<file path="src/rtl/uart_disp_ctrl.sv">
// UART command controller for the 6-digit rotating seven-segment display.
// Define DISP_BLINK_EN to add the 'B' blink command; without it 'B' is rejected.
module uart_disp_ctrl #(
    parameter int TURNS        = 25_000_000,
    parameter int TIMEOUT      = 50_000_000,
    parameter int BLINK_CYCLES = 12_500_000
) (
    input  logic       clk,
    input  logic       rst,
    input  logic [7:0] rx_data,
    input  logic       rx_valid,
    output logic [7:0] tx_data,
    output logic       tx_valid,
    input  logic       tx_ready,
    output logic [4:0] in0,
    output logic [4:0] in1,
    output logic [4:0] in2,
    output logic [4:0] in3,
    output logic [4:0] in4,
    output logic [4:0] in5,
    output logic       rotating,
    output logic       resp_drop
);

    localparam int TURN_W = (TURNS > 1) ? $clog2(TURNS) : 1;
    localparam int TOUT_W = (TIMEOUT > 1) ? $clog2(TIMEOUT) : 1;
    localparam logic [TURN_W-1:0] TURN_LAST = TURN_W'(TURNS - 1);
    localparam logic [TOUT_W-1:0] TOUT_LAST = TOUT_W'(TIMEOUT - 1);
    localparam logic [7:0] ACK_K = 8'h4B;
    localparam logic [7:0] ACK_E = 8'h45;
    localparam logic [4:0] BLANK = 5'h1F;

    typedef enum logic [1:0] {IDLE, GET_IDX, GET_VAL} state_t;

    state_t            state, state_next;
    logic [2:0]        idx;
    logic [4:0]        dig [6];
    logic [4:0]        disp [6];
    logic [TURN_W-1:0] rot_cnt;
    logic [TOUT_W-1:0] tout_cnt;
    logic              tick;
    logic              blank;
    logic [5:0]        dec;

    logic              ack_req;
    logic [7:0]        ack_byte;
    logic              idx_load;
    logic              wr_en;
    logic              set_rot;
    logic              clr_rot;
    logic              clr_all;
`ifdef DISP_BLINK_EN
    localparam int BLINK_W = (BLINK_CYCLES > 1) ? $clog2(BLINK_CYCLES) : 1;
    localparam logic [BLINK_W-1:0] BLINK_LAST = BLINK_W'(BLINK_CYCLES - 1);
    logic               blink_tgl;
    logic               blink_on;
    logic               blink_phase;
    logic [BLINK_W-1:0] blink_cnt;
`endif

    // Value byte decode: {accepted, digit code}; '_' selects the blank code.
    function automatic logic [5:0] decode_val(input logic [7:0] b);
        logic [5:0] r;
        r = 6'd0;
        if (b >= 8'h30 && b <= 8'h39)      r = {2'b10, 4'(b - 8'h30)};
        else if (b >= 8'h41 && b <= 8'h46) r = {2'b10, 4'(b - 8'h37)};
        else if (b >= 8'h61 && b <= 8'h66) r = {2'b10, 4'(b - 8'h57)};
        else if (b == 8'h5F)               r = {1'b1, BLANK};
        return r;
    endfunction

    assign dec  = decode_val(rx_data);
    assign tick = rotating && (rot_cnt == TURN_LAST);

    // NOTE: every always_comb output gets a default first so no path can infer a latch.
    always_comb begin
        state_next = state;
        ack_req    = 1'b0;
        ack_byte   = ACK_K;
        idx_load   = 1'b0;
        wr_en      = 1'b0;
        set_rot    = 1'b0;
        clr_rot    = 1'b0;
        clr_all    = 1'b0;
`ifdef DISP_BLINK_EN
        blink_tgl  = 1'b0;
`endif
        case (state)
            IDLE: begin
                if (rx_valid) begin
                    ack_req = 1'b1;
                    case (rx_data)
                        8'h44: begin state_next = GET_IDX; ack_req = 1'b0; end
                        8'h52: set_rot = 1'b1;
                        8'h53: clr_rot = 1'b1;
                        8'h43: clr_all = 1'b1;
`ifdef DISP_BLINK_EN
                        8'h42: blink_tgl = 1'b1;
`endif
                        default: ack_byte = ACK_E;
                    endcase
                end
            end
            GET_IDX: begin
                if (rx_valid) begin
                    if (rx_data >= 8'h30 && rx_data <= 8'h35) begin
                        idx_load   = 1'b1;
                        state_next = GET_VAL;
                    end else begin
                        ack_req    = 1'b1;
                        ack_byte   = ACK_E;
                        state_next = IDLE;
                    end
                end else if (tout_cnt == TOUT_LAST) begin
                    ack_req    = 1'b1;
                    ack_byte   = ACK_E;
                    state_next = IDLE;
                end
            end
            GET_VAL: begin
                state_next = IDLE;
                if (rx_valid) begin
                    ack_req  = 1'b1;
                    wr_en    = dec[5];
                    ack_byte = dec[5] ? ACK_K : ACK_E;
                end else if (tout_cnt == TOUT_LAST) begin
                    ack_req  = 1'b1;
                    ack_byte = ACK_E;
                end else begin
                    state_next = GET_VAL;
                end
            end
            default: state_next = IDLE;
        endcase
    end

    // NOTE: sequential state uses non-blocking assignments so every register samples pre-edge values.
    always_ff @(posedge clk or posedge rst) begin
        if (rst) begin
            state    <= IDLE;
            idx      <= 3'd0;
            tout_cnt <= '0;
        end else begin
            state    <= state_next;
            tout_cnt <= (rx_valid || state_next == IDLE) ? '0 : tout_cnt + 1'b1;
            if (idx_load) idx <= rx_data[2:0];
        end
    end

    always_ff @(posedge clk or posedge rst) begin
        if (rst) begin
            rotating <= 1'b0;
            rot_cnt  <= '0;
        end else begin
            rot_cnt <= (!rotating || tick) ? '0 : rot_cnt + 1'b1;
            if (clr_all || clr_rot) rotating <= 1'b0;
            else if (set_rot)       rotating <= 1'b1;
        end
    end

    // NOTE: the digit array is reset explicitly because its power-up value (blank) is visible.
    always_ff @(posedge clk or posedge rst) begin
        if (rst) begin
            for (int k = 0; k < 6; k++) dig[k] <= BLANK;
        end else if (clr_all) begin
            for (int k = 0; k < 6; k++) dig[k] <= BLANK;
        end else begin
            if (tick) begin
                dig[0] <= dig[5];
                for (int k = 1; k < 6; k++) dig[k] <= dig[k-1];
            end
            // A write issued with a rotation step lands last and overrides the rotated value.
            if (wr_en) dig[idx] <= dec[4:0];
        end
    end

    always_ff @(posedge clk or posedge rst) begin
        if (rst) begin
            tx_valid  <= 1'b0;
            tx_data   <= 8'h00;
            resp_drop <= 1'b0;
        end else begin
            if (clr_all) resp_drop <= 1'b0;
            if (ack_req) begin
                if (tx_valid && !tx_ready) begin
                    resp_drop <= 1'b1;
                end else begin
                    tx_data  <= ack_byte;
                    tx_valid <= 1'b1;
                end
            end else if (tx_valid && tx_ready) begin
                tx_valid <= 1'b0;
            end
        end
    end

`ifdef DISP_BLINK_EN
    always_ff @(posedge clk or posedge rst) begin
        if (rst) begin
            blink_on    <= 1'b0;
            blink_phase <= 1'b0;
            blink_cnt   <= '0;
        end else if (clr_all) begin
            blink_on    <= 1'b0;
            blink_phase <= 1'b0;
            blink_cnt   <= '0;
        end else begin
            if (blink_tgl) blink_on <= !blink_on;
            if (!blink_on) begin
                blink_phase <= 1'b0;
                blink_cnt   <= '0;
            end else if (blink_cnt == BLINK_LAST) begin
                blink_phase <= !blink_phase;
                blink_cnt   <= '0;
            end else begin
                blink_cnt <= blink_cnt + 1'b1;
            end
        end
    end

    assign blank = blink_phase;
`else
    logic unused_blink;
    assign unused_blink = (BLINK_CYCLES > 0);
    assign blank = 1'b0;
`endif

    always_comb begin
        for (int k = 0; k < 6; k++) disp[k] = blank ? BLANK : dig[k];
    end

    assign in0 = disp[0];
    assign in1 = disp[1];
    assign in2 = disp[2];
    assign in3 = disp[3];
    assign in4 = disp[4];
    assign in5 = disp[5];

endmodule

</file>
<file path="config.mk">
export PLATFORM = sky130hd
export DESIGN_NAME = uart_disp_ctrl
export DESIGN_NICKNAME = d
export VERILOG_FILES = /design/src/rtl/uart_disp_ctrl.sv
export SDC_FILE = /design/constraint.sdc
export NUM_CORES = 1
export LEC_CHECK = 0
export CAP_MARGIN = 15
export CORE_MARGIN = 4
export CORE_UTILIZATION = 62
export CTS_CLUSTER_DIAMETER = 60
export DETAILED_ROUTE_END_ITERATION = 8
export PLACE_DENSITY = 0.91
export SLEW_MARGIN = 20
export SYNTH_ARGS = -nofsm -noshare
export SYNTH_HDL_FRONTEND = slang
export SYNTH_SLANG_ARGS = --single-unit
</file>
<file path="constraint.sdc">
create_clock -name clk -period 9.5 [get_ports clk]
set_clock_uncertainty 0.1 [all_clocks]
set_input_delay 1.9 -clock clk [delete_from_list [all_inputs] [get_ports clk]]
set_output_delay 1.9 -clock clk [all_outputs]
set_load 0.005 [all_outputs]
</file>
# After elaboration in Yosys (flattened, before gate mapping)
# Index checks and enable logic that the tools add are counted.
[classes]
add_sub_neg = 5
magnitude_cmp = 9
n_eq_ne = 10
mux = 58
bitwise = 2
reduce_logical = 20
[ops]
columns = ["op", "count"]
rows = [
  ["$mux W30", 4],
  ["$eq A8 B7 Y1 const B", 5],
  ["$bwmux W30", 1],
  ["$mux W1", 28],
  ["$add A26 B1 Y26 const B", 1],
  ["$eq A26 B26 Y1 const B", 1],
  ["$mux W26", 1],
  ["$add A25 B1 Y25 const B", 1],
  ["$eq A25 B25 Y1 const B", 1],
  ["$mux W25", 1],
  ["$mux W6", 4],
  ["$pmux W8 S3", 1],
  ["$mux W4", 5],
  ["$ge A8 B7 Y1 const B", 2],
  ["$le A8 B6 Y1 const B", 2],
  ["$le A8 B7 Y1 const B", 2],
  ["$mux W8", 2],
  ["$demux W5 S3", 1],
  ["$mux W2", 7],
  ["$ge A8 B6 Y1 const B", 1],
  ["$logic_and A1 B1 Y1", 8],
  ["$sub A4 B3 Y4 const B", 2],
  ["$pmux W2 S3", 1],
  ["$mux W5", 1],
  ["other kinds (15)", 21],
]
[word_totals]
regBits = 97
in_bits = 12

# Logic depth before layout (Yosys ltp)
[depth]
word_depth = 9
depth_mapped = 9
mapped_depth_nobuf = 8

# Worst setup path before layout
# Ideal clock, no wire load.
[synth_path]
path_kind = "in2reg"
from = "input rx_data[1]"
to = "register dig, in the netlist in0[3]"
setup_time_ps = 90
arrival_ps = 3722
required_ps = 9310
slack_ps = 5588
path_stages = 8
path_cell_list = "inv_1 > ha_1 > nor2_1 > a2111oi_4 > a21oi_4 > a2111oi_4 > mux2i_1 > nand2_1"
[synth_between]
elab_chain_cells = 9
word_cells_on_any_way = 26
[synth_rtl]
columns = ["element", "line", "rtl"]
rows = [
  ["start: declaration", "10", "input logic [7:0] rx_data,"],
  ["$ge A8 B7 Y1, or another cell as far along", "67", "else if (b >= 8'h61 && b <= 8'h66) r = {2'b10, 4'(b - 8'h57)};"],
  ["$logic_and A1 B1 Y1 or $mux W6 (tied branches)", "67, 68", ""],
  ["$mux W6", "67", ""],
  ["$mux W6", "66", "else if (b >= 8'h41 && b <= 8'h46) r = {2'b10, 4'(b - 8'h37)};"],
  ["$mux W6", "65", "if (b >= 8'h30 && b <= 8'h39) r = {2'b10, 4'(b - 8'h30)};"],
  ["$mux W1", "122", "if (rx_valid) begin"],
  ["$mux W1", "88", "case (state)"],
  ["$mux W30", "173", "if (wr_en) dig[idx] <= dec[4:0];"],
  ["$mux W30 (*)", "165", "end else if (clr_all) begin"],
  ["end signal: indexed assignment", "173", ""],
  ["end: declaration", "37", "logic [4:0] dig [6];"],
]
# Every way passes the cells marked *; elsewhere a longest branch is shown, timed or not.
# A chain may end at the register's enable or synchronous reset.

# Worst setup path in the final report
[layout_path]
from = "input rx_data[1]"
to = "register dig, in the netlist in0[1]"
# The elaborated chain is that of the path after synthesis.

==> flow_metrics.env <==
export IMPL_cts_resized_gates=0
export IMPL_crit_family="compound AO/OA/AOI/OAI gates"
export IMPL_use_met2_pct=39.8
export IMPL_synth_area_um2=5110
export IMPL_die_h_um=98.8
export IMPL_num_rows=32
export IMPL_setup_viol=0
export IMPL_crit_path_max_fanout=7
export IMPL_grt_pass1_wl_mm=19.3
export IMPL_post_drt_wl_per_cell_um=17.8
export IMPL_worst_slew_pin_slew_ns=0.900
export IMPL_start_util_pct=65.1
export IMPL_fmax_ghz=0.221
export IMPL_syn_inst=504
export IMPL_grt_max_degree=50
export IMPL_grt_busiest_layer="met2"
export IMPL_tns_ns=0
export IMPL_clockBufferDepth=2
export IMPL_layout_drive_gt1_share_pct=16.5
export IMPL_synth_edff_count=0
export IMPL_avgSynthCellArea_um2=10.1
export IMPL_yosys_top_cells_count="70 x nor2_1, 62 x dfrtp_1, 49 x nand2_1"
export IMPL_synth_distinct_cells=59
export IMPL_seq_area_frac_synth_pct=45.8
export IMPL_rsz0062_at_grt="false"
export IMPL_synth_top_family_by_area="simple AND/OR/NAND/NOR gates"
export IMPL_tritoncts="done"
export IMPL_track_usage_pct=24.4
export IMPL_grt_ovfl_total=0
export IMPL_r2r_end="in5[1]"
export IMPL_drc=0
export IMPL_outcome="finished, final reports clean"
export IMPL_grt_met3_usage_pct=5.10
export IMPL_io_buffer_count=49
export IMPL_viasPerCell=6.00
export IMPL_firstDrtPassIters=5
export IMPL_crit_type="in2reg"
export IMPL_yosysMostFrequentCell="nor2_1"
export IMPL_period_share_pct=47.7
export IMPL_path_cells="clkdlybuf4s50_1 -> inv_1 -> ha_1 -> nor2_1 -> a2111oi_4 -> a21oi_4 -> a2111oi_4 -> mux2i_1 -> nand2_1"
export IMPL_synth_top_cell_by_area="dfrtp_1"
export IMPL_synth_simple_area_share_pct=21.8
export IMPL_grtUsageMet1_pct=32.6
export IMPL_clock_sinks=92
export IMPL_first_global_vias=3936
export IMPL_dp_hpwl_mm=8.05
export IMPL_yosys_warnings=0
export IMPL_synth_top_cell_area_share_pct=30.4
export IMPL_drtAntennaViolNets=0
export IMPL_hold_viol_final=0
export IMPL_synth_top_cells_by_area="dfrtp_1 30%, dfstp_2 15%, mux2_2 6.0%"
export IMPL_worst_path_most_repeated_cell="a2111oi_4"
export IMPL_drv_slew=0
export IMPL_r2r_start="rot_cnt[7]"
export IMPL_cts_htree_levels=3
export IMPL_cpMaxStageDelayCell="a2111oi_4"
export IMPL_core_area_um2=7850
export IMPL_ir_worst_vdd_uv=119
export IMPL_crit_start="rx_data[1]"
export IMPL_synthMuxAreaShare_pct=11.8
export IMPL_synthToLayoutAreaGrowth_pct=14.4
export IMPL_antenna_found_initial=0
export IMPL_max_stage_delay_ns=0.69
export IMPL_r2r_slack_ns=6.88
export IMPL_postCtsHoldBufs=0
export IMPL_routabilityCongestion=0.947
export IMPL_final_nets=566
export IMPL_clkLatencyLatePin_ns=0.36
export IMPL_required_ns=9.68
export IMPL_diodes=0
export IMPL_cp_endpoint="in0[1]"
export IMPL_crit_buf_inv=2
export IMPL_async_reset_ff_share_pct=100
export IMPL_pin_count=53
export IMPL_drv_cap=0
export IMPL_clk_pin_slew_ns=0.09
export IMPL_dieWidth_um=98.8
export IMPL_utilization_pct=74.4
export IMPL_synth_xor_area_share_pct=8.06
export IMPL_power_leakage_nw=2.49
export IMPL_synth_ff_type="dfrtp_1"
export IMPL_vias=3925
export IMPL_fin_crit_ns=4.53
export IMPL_cp_start_kind="input pin"
export IMPL_cts_setup_buffers=0
export IMPL_cp_arrival_ns=4.70
export IMPL_synth_adder_area_share_pct=1.72
export IMPL_cts_root_buf="clkbuf_8"
export IMPL_slew_headroom_pct=39.9
export IMPL_drt_wl_total_mm=11.6
export IMPL_drtIter0Drc=176
export IMPL_min_path_type="reg2reg"
export IMPL_r2r_cells=7
export IMPL_power_density_nw_per_um2=131
export IMPL_crit_cells=9
export IMPL_cts_inserted_buffers=9
export IMPL_synth_compound_area_share_pct=6.93
export IMPL_die_area_um2=9750
export IMPL_crit_path_end_kind="flip-flop"
export IMPL_synth_seq_cells=92
==> area by class of cell <==
cell class / instances / area, µm²
Timing Repair Buffer: 54 / 532
Inverter: 16 / 61.3
Fill cell: 539 / 2010
Tap cell: 102 / 128
Sequential cell: 92 / 2340
Clock inverter: 6 / 63.8
Clock buffer: 10 / 128
Multi-Input combinational cell: 374 / 2590
==> worst min-delay path by stage <==
stage          depth (start not counted)          end         from  slack, ns
4_1_cts                                1   rot_cnt[0]   rot_cnt[0]       0.42
5_1_grt                                1  tout_cnt[0]  tout_cnt[0]       0.46
6_report                               1   rot_cnt[0]   rot_cnt[0]       0.42
3_5_place_dp                           1   rot_cnt[0]   rot_cnt[0]       0.41
2_1_floorplan                          1   rot_cnt[0]   rot_cnt[0]       0.36
3_3_place_gp                           1  tout_cnt[0]  tout_cnt[0]       0.39
==> cell usage in the layout, fill, tap and decap left out, types with 2 or more instances in the layout <==
cell type        Yosys  final
nor2_1              70     70
dfrtp_1             62     62
nand2_1             49     49
clkdlybuf4s50_1      0     49
mux2i_1             30     30
dfstp_2             30     30
nand3_1             28     28
mux2_2              27     27
xor2_1              25     25
xnor2_1             22     22
inv_1               16     15
and3_1              11     11
nor3_1              10     10
clkbuf_8             0      9
o21ai_0              8      8
nand4_1              8      8
and2_1               7      7
ha_1                 7      7
and4_1               5      5
o21ai_1              5      5
nor2b_1              4      4
a31oi_1              4      4
a2111oi_4            4      4
a21oi_1              4      4
buf_4                5      4
nand2b_1             3      3
nor4b_1              3      3
nor4_1               3      3
conb_1               1      3
nand4bb_1            2      2
a21o_1               2      2
or4_1                2      2
or3_1                2      2
and3b_1              2      2
a2111o_1             2      2
clkinv_2             0      2
==> power by group <==
part	switching, mW	internal, mW
Sequential	0.0123	0.411
Clock	0.141	0.122
Combinational	0.0385	0.0422
==> metrics by stage <==
stage | cell area, µm² | cells | total power, mW | hold WS (ns) | worst slack, ns
finish | 5840 | 654 | 0.766 | 0.420 | 4.97
detailed placement | 5640 | 637 | 0.511 | 0.409 | 4.64
global placement | 5640 | 637 | 0.506 | 0.395 | 4.75
global route | 5840 | 654 | 0.792 | 0.458 | 4.84
CTS | 5830 | 653 | 0.768 | 0.421 | 4.98
floorplan | 5110 | 506 | 0.468 | 0.363 | 5.16
==> routing by layer <==
metal  vias up  part of all wire (%)
met4         0                   1.9
met3        26                   6.2
li1       1815                     -
met1      1936                    42
met5         -                     0
met2       148                    50
==> flip-flops by register name, summed over array words and instances, names as in the netlist, 3 cells and up <==
| name | count |
|---|---|
| rot_cnt | 25 |
| in3 | 5 |
| in1 | 5 |
| idx | 3 |
| in0 | 5 |
| in5 | 5 |
| tx_data | 3 |
| in2 | 5 |
| in4 | 5 |
| tout_cnt | 26 |
==> logic make-up after synthesis <==
| group | Yosys count |
|---|---|
| buffers and inverters | 40 |
| and+or+nand+nor | 220 |
| xor gates and xnor gates | 47 |
| DFF | 92 |
| AOI/OAI and AO/OA | 40 |
| adders and majority gates | 7 |
| other | 1 |
| muxes | 57 |
Power figures use the tool's default switching activity.
